### src/rtl/uart_poll_ctrl.sv
// Polled 8N1 UART: one-byte TX holding register and RX data register behind a
// two-address CPU window, bit timing derived from an oversampling baud tick.
module uart_poll_ctrl #(
    parameter int OVERSAMPLE  = 16,
    parameter int SYNC_STAGES = 2
) (
    input  logic       clock_in,
    input  logic       reset,
    input  logic       baud_tick,
    input  logic       cs,
    input  logic       wr,
    input  logic       rd,
    input  logic       addr,
    input  logic [7:0] din,
    output logic [7:0] dout,
    input  logic       rxd,
    output logic       txd
);

    localparam int CW = $clog2(OVERSAMPLE);
    localparam logic [CW-1:0] CNT_LAST = CW'(OVERSAMPLE - 1);
    localparam logic [CW-1:0] CNT_MID  = CW'(OVERSAMPLE / 2 - 1);

    typedef enum logic [1:0] {TX_IDLE, TX_START, TX_DATA, TX_STOP} txState_t;
    typedef enum logic [2:0] {RX_IDLE, RX_START, RX_DATA, RX_STOP, RX_WAIT_HIGH} rxState_t;

    logic [SYNC_STAGES-1:0] r_sync;
    logic                   w_rxs;

    txState_t               r_txState, w_txStateNext;
    logic [CW-1:0]          r_txCnt, w_txCntNext;
    logic [2:0]             r_txBit, w_txBitNext;
    logic [7:0]             r_txShift, w_txShiftNext;
    logic                   r_txd, w_txdNext;
    logic [7:0]             r_txHold;
    logic                   r_txHoldFull;
    logic                   w_txUnload;

    rxState_t               r_rxState, w_rxStateNext;
    logic [CW-1:0]          r_rxCnt, w_rxCntNext;
    logic [2:0]             r_rxBit, w_rxBitNext;
    logic [7:0]             r_rxShift, w_rxShiftNext;
    logic                   w_rxDone;
    logic                   w_rxFerr;
    logic [7:0]             r_rxData;
    logic                   r_rxReady;
    logic                   r_overrun;
    logic                   r_ferr;

    logic                   w_wrData;
    logic                   w_rdData;
    logic [7:0]             w_status;

    assign w_wrData = cs & wr & ~addr;
    assign w_rdData = cs & rd & ~addr;
    assign w_rxs    = r_sync[SYNC_STAGES-1];

    // Stages preset high so a reset never looks like a start bit.
    always_ff @(posedge clock_in) begin
        if (reset) begin
            r_sync <= '1;
        end else begin
            r_sync[0] <= rxd;
            for (int i = 1; i < SYNC_STAGES; i++) begin
                r_sync[i] <= r_sync[i-1];
            end
        end
    end

    always_ff @(posedge clock_in) begin
        if (reset) begin
            r_txState <= TX_IDLE;
            r_txCnt   <= '0;
            r_txBit   <= '0;
            r_txShift <= '0;
            r_txd     <= 1'b1;
        end else begin
            r_txState <= w_txStateNext;
            r_txCnt   <= w_txCntNext;
            r_txBit   <= w_txBitNext;
            r_txShift <= w_txShiftNext;
            r_txd     <= w_txdNext;
        end
    end

    always_comb begin
        w_txStateNext = r_txState;
        w_txCntNext   = r_txCnt;
        w_txBitNext   = r_txBit;
        w_txShiftNext = r_txShift;
        w_txdNext     = r_txd;
        w_txUnload    = 1'b0;
        if (baud_tick) begin
            case (r_txState)
                TX_IDLE: begin
                    if (r_txHoldFull) begin
                        w_txUnload    = 1'b1;
                        w_txShiftNext = r_txHold;
                        w_txdNext     = 1'b0;
                        w_txCntNext   = '0;
                        w_txStateNext = TX_START;
                    end
                end
                TX_START: begin
                    if (r_txCnt == CNT_LAST) begin
                        w_txCntNext   = '0;
                        w_txBitNext   = '0;
                        w_txdNext     = r_txShift[0];
                        w_txStateNext = TX_DATA;
                    end else begin
                        w_txCntNext = r_txCnt + 1'b1;
                    end
                end
                TX_DATA: begin
                    if (r_txCnt == CNT_LAST) begin
                        w_txCntNext = '0;
                        if (r_txBit == 3'd7) begin
                            w_txdNext     = 1'b1;
                            w_txStateNext = TX_STOP;
                        end else begin
                            w_txShiftNext = {1'b0, r_txShift[7:1]};
                            w_txdNext     = r_txShift[1];
                            w_txBitNext   = r_txBit + 3'd1;
                        end
                    end else begin
                        w_txCntNext = r_txCnt + 1'b1;
                    end
                end
                TX_STOP: begin
                    if (r_txCnt == CNT_LAST) begin
                        w_txCntNext = '0;
                        // A waiting byte starts on this same tick: no idle gap.
                        if (r_txHoldFull) begin
                            w_txUnload    = 1'b1;
                            w_txShiftNext = r_txHold;
                            w_txdNext     = 1'b0;
                            w_txStateNext = TX_START;
                        end else begin
                            w_txStateNext = TX_IDLE;
                        end
                    end else begin
                        w_txCntNext = r_txCnt + 1'b1;
                    end
                end
                default: w_txStateNext = TX_IDLE;
            endcase
        end
    end

    // An unload implies the hold was full, so a coincident write is dropped.
    always_ff @(posedge clock_in) begin
        if (reset) begin
            r_txHold     <= '0;
            r_txHoldFull <= 1'b0;
        end else if (w_txUnload) begin
            r_txHoldFull <= 1'b0;
        end else if (w_wrData && !r_txHoldFull) begin
            r_txHold     <= din;
            r_txHoldFull <= 1'b1;
        end
    end

    always_ff @(posedge clock_in) begin
        if (reset) begin
            r_rxState <= RX_IDLE;
            r_rxCnt   <= '0;
            r_rxBit   <= '0;
            r_rxShift <= '0;
        end else begin
            r_rxState <= w_rxStateNext;
            r_rxCnt   <= w_rxCntNext;
            r_rxBit   <= w_rxBitNext;
            r_rxShift <= w_rxShiftNext;
        end
    end

    always_comb begin
        w_rxStateNext = r_rxState;
        w_rxCntNext   = r_rxCnt;
        w_rxBitNext   = r_rxBit;
        w_rxShiftNext = r_rxShift;
        w_rxDone      = 1'b0;
        w_rxFerr      = 1'b0;
        if (baud_tick) begin
            case (r_rxState)
                RX_IDLE: begin
                    if (!w_rxs) begin
                        w_rxCntNext   = '0;
                        w_rxStateNext = RX_START;
                    end
                end
                RX_START: begin
                    if (r_rxCnt == CNT_MID) begin
                        w_rxCntNext = '0;
                        w_rxBitNext = '0;
                        w_rxStateNext = w_rxs ? RX_IDLE : RX_DATA;
                    end else begin
                        w_rxCntNext = r_rxCnt + 1'b1;
                    end
                end
                RX_DATA: begin
                    if (r_rxCnt == CNT_LAST) begin
                        w_rxCntNext   = '0;
                        w_rxShiftNext = {w_rxs, r_rxShift[7:1]};
                        if (r_rxBit == 3'd7) begin
                            w_rxStateNext = RX_STOP;
                        end else begin
                            w_rxBitNext = r_rxBit + 3'd1;
                        end
                    end else begin
                        w_rxCntNext = r_rxCnt + 1'b1;
                    end
                end
                RX_STOP: begin
                    if (r_rxCnt == CNT_LAST) begin
                        w_rxCntNext = '0;
                        w_rxDone    = 1'b1;
                        if (w_rxs) begin
                            w_rxStateNext = RX_IDLE;
                        end else begin
                            w_rxFerr      = 1'b1;
                            w_rxStateNext = RX_WAIT_HIGH;
                        end
                    end else begin
                        w_rxCntNext = r_rxCnt + 1'b1;
                    end
                end
                RX_WAIT_HIGH: begin
                    if (w_rxs) begin
                        w_rxStateNext = RX_IDLE;
                    end
                end
                default: w_rxStateNext = RX_IDLE;
            endcase
        end
    end

    // Frame completion takes priority over a coincident data read.
    always_ff @(posedge clock_in) begin
        if (reset) begin
            r_rxData  <= '0;
            r_rxReady <= 1'b0;
            r_overrun <= 1'b0;
            r_ferr    <= 1'b0;
        end else if (w_rxDone) begin
            r_rxData  <= r_rxShift;
            r_rxReady <= 1'b1;
            r_overrun <= r_rxReady | (r_overrun & ~w_rdData);
            r_ferr    <= w_rxFerr | (r_ferr & ~w_rdData);
        end else if (w_rdData) begin
            r_rxReady <= 1'b0;
            r_overrun <= 1'b0;
            r_ferr    <= 1'b0;
        end
    end

    assign w_status = {3'b000, r_ferr, r_overrun, (r_txState == TX_IDLE), ~r_txHoldFull, r_rxReady};
    assign dout     = addr ? w_status : r_rxData;
    assign txd      = r_txd;

endmodule

### config.mk
export PLATFORM = sky130hd
export DESIGN_NAME = uart_poll_ctrl
export DESIGN_NICKNAME = d
export VERILOG_FILES = /design/src/rtl/uart_poll_ctrl.sv
export SDC_FILE = /design/constraint.sdc
export NUM_CORES = 1
export LEC_CHECK = 0
export ABC_AREA = 1
export CORE_MARGIN = 1
export CORE_UTILIZATION = 25
export DETAILED_ROUTE_END_ITERATION = 16
export PLACE_DENSITY = 0.52
export SLEW_MARGIN = 30
export SYNTH_ARGS = -nofsm -noshare
export SYNTH_HDL_FRONTEND = slang
export SYNTH_SLANG_ARGS = --single-unit
### constraint.sdc
create_clock -name clock_in -period 1.54 [get_ports clock_in]
set_clock_uncertainty 0.1 [all_clocks]
set_input_delay 0.308 -clock clock_in [delete_from_list [all_inputs] [get_ports clock_in]]
set_output_delay 0.308 -clock clock_in [all_outputs]
set_load 0.02 [all_outputs]
# Word-level counts from Yosys, hierarchy flattened
# Index checks and enable logic that the tools add are counted.
# classes
eq_ne	25
mux	58
add_sub_neg	4
bitwise_logic	12
reduce_logical	22
# op_table
op	count
two-way mux 8 bit	5
two-way mux 3 bit	13
inequality test 2 bit, second input constant	13
case mux 8 bit (3 select lines)	1
two-way mux 1 bit	20
two-way mux 4 bit	5
case mux 3 bit (5 select lines)	1
AND reduction 5 bit	3
two-way mux 2 bit	6
case mux 3 bit (2 select lines)	2
case mux 4 bit (3 select lines)	1
== test 3 bit, second input constant	3
adder 4 x 1 -> 4 bit, second input constant	2
== test 4 bit, second input constant	2
case mux 2 bit (4 select lines)	1
case mux 4 bit (2 select lines)	1
AND reduction 7 bit	1
adder 3 x 1 -> 3 bit, second input constant	2
bitwise AND 1 bit	6
== test 3 x 2 -> 1 bit, second input constant	2
AND reduction 3 bit	2
AND reduction 6 bit	1
nonzero test 2 bit	3
nonzero test 3 bit	2
16 further kinds	23
# totals
input_bits	16
out_inout_bits	9
regBits	58
wordCells	137

# Logic depth before layout (Yosys ltp)
# Gate-level depths: netlist (run 1).
# depth
ltp_word	6
mapped_depth	10
depth_no_buf	10

# Worst setup path after synthesis (run 1)
# OpenSTA, ideal clock, no wires.
# synth_timing
path_type	reg2reg
start	reg r_txState[0]
end	reg r_txShift[0]
n_path_buf	1
setup_slack_ns	-0.065
arrival_ns	1.385
t_required_ns	1.321
synth_period_minus_slack_ns	1.605
path_stages_with_launch	9
cell_sequence	dfxtp_1 -> inv_1 -> ha_1 -> inv_2 -> a21oi_1 -> nand3_2 -> buf_6 -> o21ai_0 -> a21oi_1
# synth_between
elab_chain_len	3
# synth_rtl
item	line	text
start: declaration	30	txState_t r_txState, w_txStateNext;
start signal: assignment	78	r_txState <= w_txStateNext;
== test 2 bit / logical NOT 2 bit (equally long branches)	94	case (r_txState)
inequality test 2 bit (no source line) / nonzero test 3 bit (equally long branches)	-	
AND reduction 5 bit (no source line)	-	
end signal: assignment	81	r_txShift <= w_txShiftNext;
end: declaration	33	logic [7:0] r_txShift, w_txShiftNext;
# Parallel ways exist; a longest one is shown, timed or not.
# A chain may end at the register's enable or synchronous reset.

# Worst setup path in the final report (run 1)
# layout_timing
start	reg r_txState[0]
end	out dout[2]
# layout_between
elab_chain_len	2
# layout_rtl
item	line	text
logical NOT 2 bit	257	assign w_status = {3'b000, r_ferr, r_overrun, (r_txState == TX_IDLE), ~r_txHoldFull, r_rxReady};
two-way mux 8 bit	258	assign dout = addr ? w_status : r_rxData;
end: declaration	15	output logic [7:0] dout,
# Every way passes these cells.

==> results.md, run 1 <==
- Status: finished with violations
- Violated checks: setup timing
- CTS H-tree depth: 3
- Worst setup SP type: flip-flop
- Tmin final: 1.578 ns
- # port buffers: 24
- Grt ovf: 0
- Post-Syn Instances: 382
- Worst Path Buf+Inv: 3
- Vias per inst: about 4.4
- Initial Util: 26.13%
- Hold Buf Count CTS: 0
- Logic pwr share: between 30% and 40%
- GRT Total Usage: 12.60%
- Clk pwr share: 31.1%
- Critical Path End Type: primary output
- Row cnt: 37
- CP max stage delay: approximately 0.34 ns
- Synth top cells by count: 73 x nand2_1, 58 x dfxtp_1, 54 x nor2_1
- CTS Buf Count: 9
- Die area: between 10000 and 15000 sq um
- Post-synth ARST share: 0%
- Post-synthesis adder-cell area fraction: 5.034%
- Fmax: 0.6336 GHz
- DRC Markers: 0
- Area leader, netlist: dfxtp_1
- WL/cell: approximately 11 um
- Register area share after synthesis: roughly 42%
- Die Wd: 106.6 um
- Crit-path cells: inv_4 -> ha_4 -> inv_2 -> o21ai_1 -> buf_4
- Cell chosen for the clock root: clkbuf_8
- Syn_nets: roughly 400
- Worst-path clk slew: 0.07 ns
- Worst Reg-to-Reg Cells: 9
- DR iter-0 viols: 50
- Slew margin rel.: 80.25%
- Synthesized area per cell: around 7 sq um
- Synth Area in XOR/XNOR: 0.9611%
- Arr. time, crit path: approximately 1.2 ns
- Setup ws final: -0.03824 ns
- Final Max Tran Viols: 0
- Clock sinks: 58
- Via count: 2653
- Tcrit/Tclk final: 102.5%
- Layout area overhead: 47.83%
- Dpl ws: -0.6374 ns
- Share of cells above drive strength 1: 34.34%
- First-pass GRT wire length: 11.23 mm
- Layout net count: 486
- Synth Cell Area: 2734 sq um
- Largest net degree at the start of global routing: just over 40
- CP top delay family: flip-flops
- Detailed Routing Iterations Pass 1: 4
- Hold Worst Slack: 0.3248 ns
- Worst hold path depth: 1
- Synth cell types: 28
- Ant. Diodes: 0
- Largest family of logic cells by synthesized area: simple AND/OR/NAND/NOR gates
- Die height: roughly 110 um
- Num ports: 25
- Synth Warn #: 0
- Hpwl dp: 4.782 mm
- Crit. path cell count: 5
- Data required, critical path: 1.13 ns
- CTS tree: done
- Cell Int Power: 3.470 mW
- Post-Synth Simple-Gate Area: 26.18%
- Sw Pwr: 1.728 mW
- Leakage Power: 1.647 nW
- Top post-synthesis cells by area: dfxtp_1 42%, nand2_1 10%, o21ai_0 8.4%
- Peak supply drop: roughly 0.55 mV
- Placeable Area: 10460 sq um
- Area share of the largest cell type after synthesis: 42.47%
- Worst hold path class: reg -> reg
- Post-layout util: 38.63%
- Final hold vios: 0
- Switching Share: 33.25%
- Seq cells post-synth: 58
- Placed standard-cell area: about 3500 sq um
- Gpl congestion: 0.7688
- Power density over the cells: 1286 nW/um^2
- Vias in the first global route: 2430
- Finished layout cell area: 4041 sq um
- Total power: 5.198 mW
- WL final: 6.882 mm
- Max FO, Critical Path: 3
- Fill cell count: 1126
- Slowest CP cell: dfxtp_2
- RSZ-0062 raised after global routing: true
- Max Cap Violations: 0
- Post-route ant nets: 0
- Multiplexer area fraction after synthesis: 0%
- Worst slew pin tran: 0.2952 ns
- Post-synth EDFFs: 0
- Crit path kind: reg -> out
- Antenna violations before repair: 0
- CTS Buffer Depth: 2
- Synth Flop Type: dfxtp_1
- Sequential share of power: between 30% and 40%
- Clock Latency Late Sink: ~0.35 ns
- Final setup fails: 1
- Complex-gate fraction of the synthesized area: between 15 and 20%
- Top-count cell post-synth: nand2_1
layout make-up:
cell class | count | area, sq um | share of cell area, %
Clock inverter | 4 | 75.07 | 1.858
Clock buffer | 11 | 151.4 | 3.746
Tap cell | 136 | 170.2 | 4.211
Sequential cell | 58 | 1175 | 29.07
Timing Repair Buffer | 76 | 685.7 | 16.97
Multi-Input combinational cell | 269 | 1608 | 39.78
Inverter | 45 | 176.4 | 4.365
logic make-up after synthesis:
family                   after synthesis
buffers and inverters                 55
AND/OR/NAND/NOR                      165
XOR/XNOR                               3
flip-flops                            58
adder cells (fa/ha/maj)               11
AO/OA/AOI/OAI                         90
state kept, by name, summed over array words and instances, names as in the netlist, 3 cells and up:
name,flops
r_rxData,8
r_rxShift,8
r_txHold,8
r_txShift,8
r_rxCnt,4
r_txCnt,4
r_rxBit,3
r_rxState,3
r_txBit,3
worst register-to-register path, cell delays in order (launching register included):
cell,delay [ns]
dfxtp_2,0.35
ha_4,0.16
nand2_2,0.08
nor2_2,0.13
nor2_2,0.06
a21oi_4,0.23
nand2_2,0.13
nand2_1,0.08
nand2_1,0.05
nor2_1,0.09
cell usage in the layout, fill, tap and decap left out, drive strengths merged:
cell           count
a31oi              2
o211a              1
o21ai             47
xnor2              1
dfxtp             58
clkdlybuf4s50     13
dlymetal6s2s       1
nor2              60
inv               45
and2               1
nor3               2
dlygate4sd2        2
nand3             21
ha                11
o22ai              1
a21oi             37
nand2             76
o211ai             2
or2                3
clkinvlp           2
nand4              2
xor2               2
bufinv             2
clkdlybuf4s15      3
buf               57
clkbuf            11
metal layers:
metal  up-vias  wire length [um]  GRT usage [%]
met1      1219              3204          15.12
met4         0               128          6.262
met5         -                 0              0
met2        32              3387          21.01
li1       1390                 -              -
met3        12               161          2.979
per-stage QoR:
stage / setup TNS [ns] / std cells
6_report: -0.03824 / 599
5_1_grt: -0.9365 / 599
4_1_cts: -0.07291 / 594
3_5_place_dp: -17.18 / 576
3_3_place_gp: -16.18 / 576
2_1_floorplan: -0.009308 / 382
power groups by stage:
stage	Sequential, mW	Clock (mW)	Combinational, mW
2_1_floorplan	1.77	0	0.887
3_5_place_dp	1.78	0	1.40
3_3_place_gp	1.78	0	1.39
6_report	1.79	1.62	1.79
5_1_grt	1.81	1.72	2.00
4_1_cts	1.77	1.65	1.56
timing repair:
action                                  4_1_cts  5_1_grt
cloned                                        1        0
endpoints found under the setup margin       35       44
pin swaps                                    16       14
hold endpoints to repair                      0        0
buffers inserted                              3        5
gates resized for setup                      86       50
path summary, 6_finish.rpt:
path	startpoint	to	slack [ns]
setup / recovery	r_txState[0]	dout[2]	-0.04
hold / removal	r_sync[0]	r_sync[1]	0.32
setup reg to reg	r_rxCnt[1]	r_rxState[1]	0.01
hold reg to reg	r_sync[0]	r_sync[1]	0.32
Power figures use the tool's default switching activity.
==> run 2, diff against run 1 <==
TNS_END_PERCENT = 50   (was default)
==> run 2 against run 1 <==
The flow still finishes with violations (setup timing). Sequential share of layout area fell by 0.64 points. Power rose by 2.1%. Register-to-register slack got worse by 0.02 ns. Cell count rose by 0.50%. Critical path type unchanged. Largest power group is now combinational cells.
==> results.md, run 2 (synthesis gave the netlist of run 1 again) <==
- Dpl ws: -0.6374 ns
- Met3 usage: 2.979%
- Tmin final: around 1.6 ns
- Detailed Routing Iterations Pass 1: 5
- Cell Int Power: 3.532 mW
- Power density over the cells: 1279 nW/um^2
- CTS H-tree depth: 3
- Initial Util: 26.13%
- Switching Share: 33.48%
- Max FO, Critical Path: 3
- Die area: 11360 sq um
- Placed standard-cell area: about 3500 sq um
- CTS Buf Count: 9
- Die Wd: around 110 um
- Hold Worst Slack: 0.3256 ns
- Hpwl dp: 4.782 mm
- Gpl congestion: 0.7688
- Die height: approximately 110 um
- Peak supply drop: 0.5523 mV
- Leakage Power: 1.677 nW
- Final hold vios: 0
- Vias per inst: 4.435
- Via count: 2670
- Slowest CP cell: dfxtp_2
- Fill cell count: 1114
- Most frequent cells in the layout: 62 x nand2_1, 48 x nor2_1, 45 x dfxtp_1, 44 x buf_4, 31 x a21oi_1
- Vias in the first global route: 2421
- Clk pwr share: 30.5%
- Logic pwr share: around 36%
- Data required, critical path: 1.13 ns
- Grt ovf: 0
- Final setup fails: 2
- Clock sinks: between 50 and 60
- CTS tree: done
- Layout area overhead: 51.81%
- Finished layout cell area: 4150 sq um
- Hold Buf Count CTS: 0
- Worst-path clk slew: approximately 0.07 ns
- Layout net count: 489
- Share of cells above drive strength 1: 37.34%
- Final Max Tran Viols: 0
- CTS Buffer Depth: 2
- GR peak layer: met2
- Post-layout util: 39.67%
- Crit-path cells: inv_4 -> ha_4 -> inv_2 -> o21ai_1 -> buf_4
- First-pass GRT wire length: 11.14 mm
- Crit path kind: reg -> out
- Cell chosen for the clock root: clkbuf_8
- Violated checks: setup timing
- Fmax: 0.6303 GHz
- Worst hold path class: reg -> reg
- RSZ-0062 raised after global routing: true
- Finished Layout Cells: 602
- Tcrit/Tclk final: 103.0%
- Sw Pwr: 1.777 mW
- Row cnt: 37
- Commonest non-fill, non-tap cell in the layout: nand2_1
- # port buffers: 24
- Ant. Diodes: 0
- Total power: roughly 5.3 mW
- Clock Latency Late Sink: 0.35 ns
- Worst slew pin tran: 0.2965 ns
- Sequential share of power: 33.9%
- Placeable Area: approximately 10000 sq um
- DRC Markers: 0
- M2 GR Usage: 20.74%
- Slew margin rel.: between 80% and 90%
- Status: finished with violations
- WL/cell: ~12 um
- Max Cap Violations: 0
- Final TNS setup: -0.05293 ns
- Cells after DPL: 576
- Met1 usage: 15.00%
- DR iter-0 viols: between 60 and 70
- Post-route ant nets: 0
- CP max stage delay: 0.34 ns
- Critical Path End Type: primary output
- Worst setup SP type: flip-flop
- WL final: 7.004 mm
- Num ports: 25
- Antenna violations before repair: 0
- Largest net degree at the start of global routing: 41
- Arr. time, crit path: 1.18 ns
- GRT Total Usage: 12.49%
- Setup ws final: -0.04666 ns
-- run 2: layout make-up --
class	count	area, sq um	area share, %
clock buffers	11	151.4	3.648
clock inverters	4	75.07	1.809
inverters	45	181.4	4.371
multi-input cells	269	1673	40.31
flip-flops and latches	58	1180	28.43
well taps	136	170.2	4.100
repair buffers	79	719.4	17.33
-- run 2: worst max-delay path: cells and delay by family, from the launching register on --
| kind | cells | cell delay (ns) |
|---|---|---|
| flops | 1 | 0.34 |
| buf+inv | 3 | 0.26 |
| fa+ha+maj | 1 | 0.13 |
| compound gates | 1 | 0.10 |
-- run 2: layer usage --
layer,part of all wire (%),vias up
li1,-,1392
met1,46,1231
met2,49,32
met3,2.3,15
met4,2.3,0
met5,0,-
-- run 2: final timing paths --
path	start	endpoint	slack, ns	cells past startpoint
setup / recovery	r_txState[0]	dout[2]	-0.05	5
hold / removal	r_sync[0]	r_sync[1]	0.33	1
setup reg to reg	r_rxCnt[1]	r_rxState[1]	-0.01	9
hold reg to reg	r_sync[0]	r_sync[1]	0.33	1
-- run 2: power by group through the flow --
stage	combinational, mW	sequential, mW	clock [mW]
detailed placement	1.40	1.78	0
CTS	1.55	1.76	1.65
global placement	1.39	1.78	0
floorplan	0.887	1.77	0
finish	1.89	1.80	1.62
global route	2.10	1.82	1.72
-- run 2: timing repair --
action,in CTS,in global routing
setup endpoints to repair,35,44
setup buffers,2,8
pin swaps,10,23
gates resized for setup,80,80
gates cloned,1,0
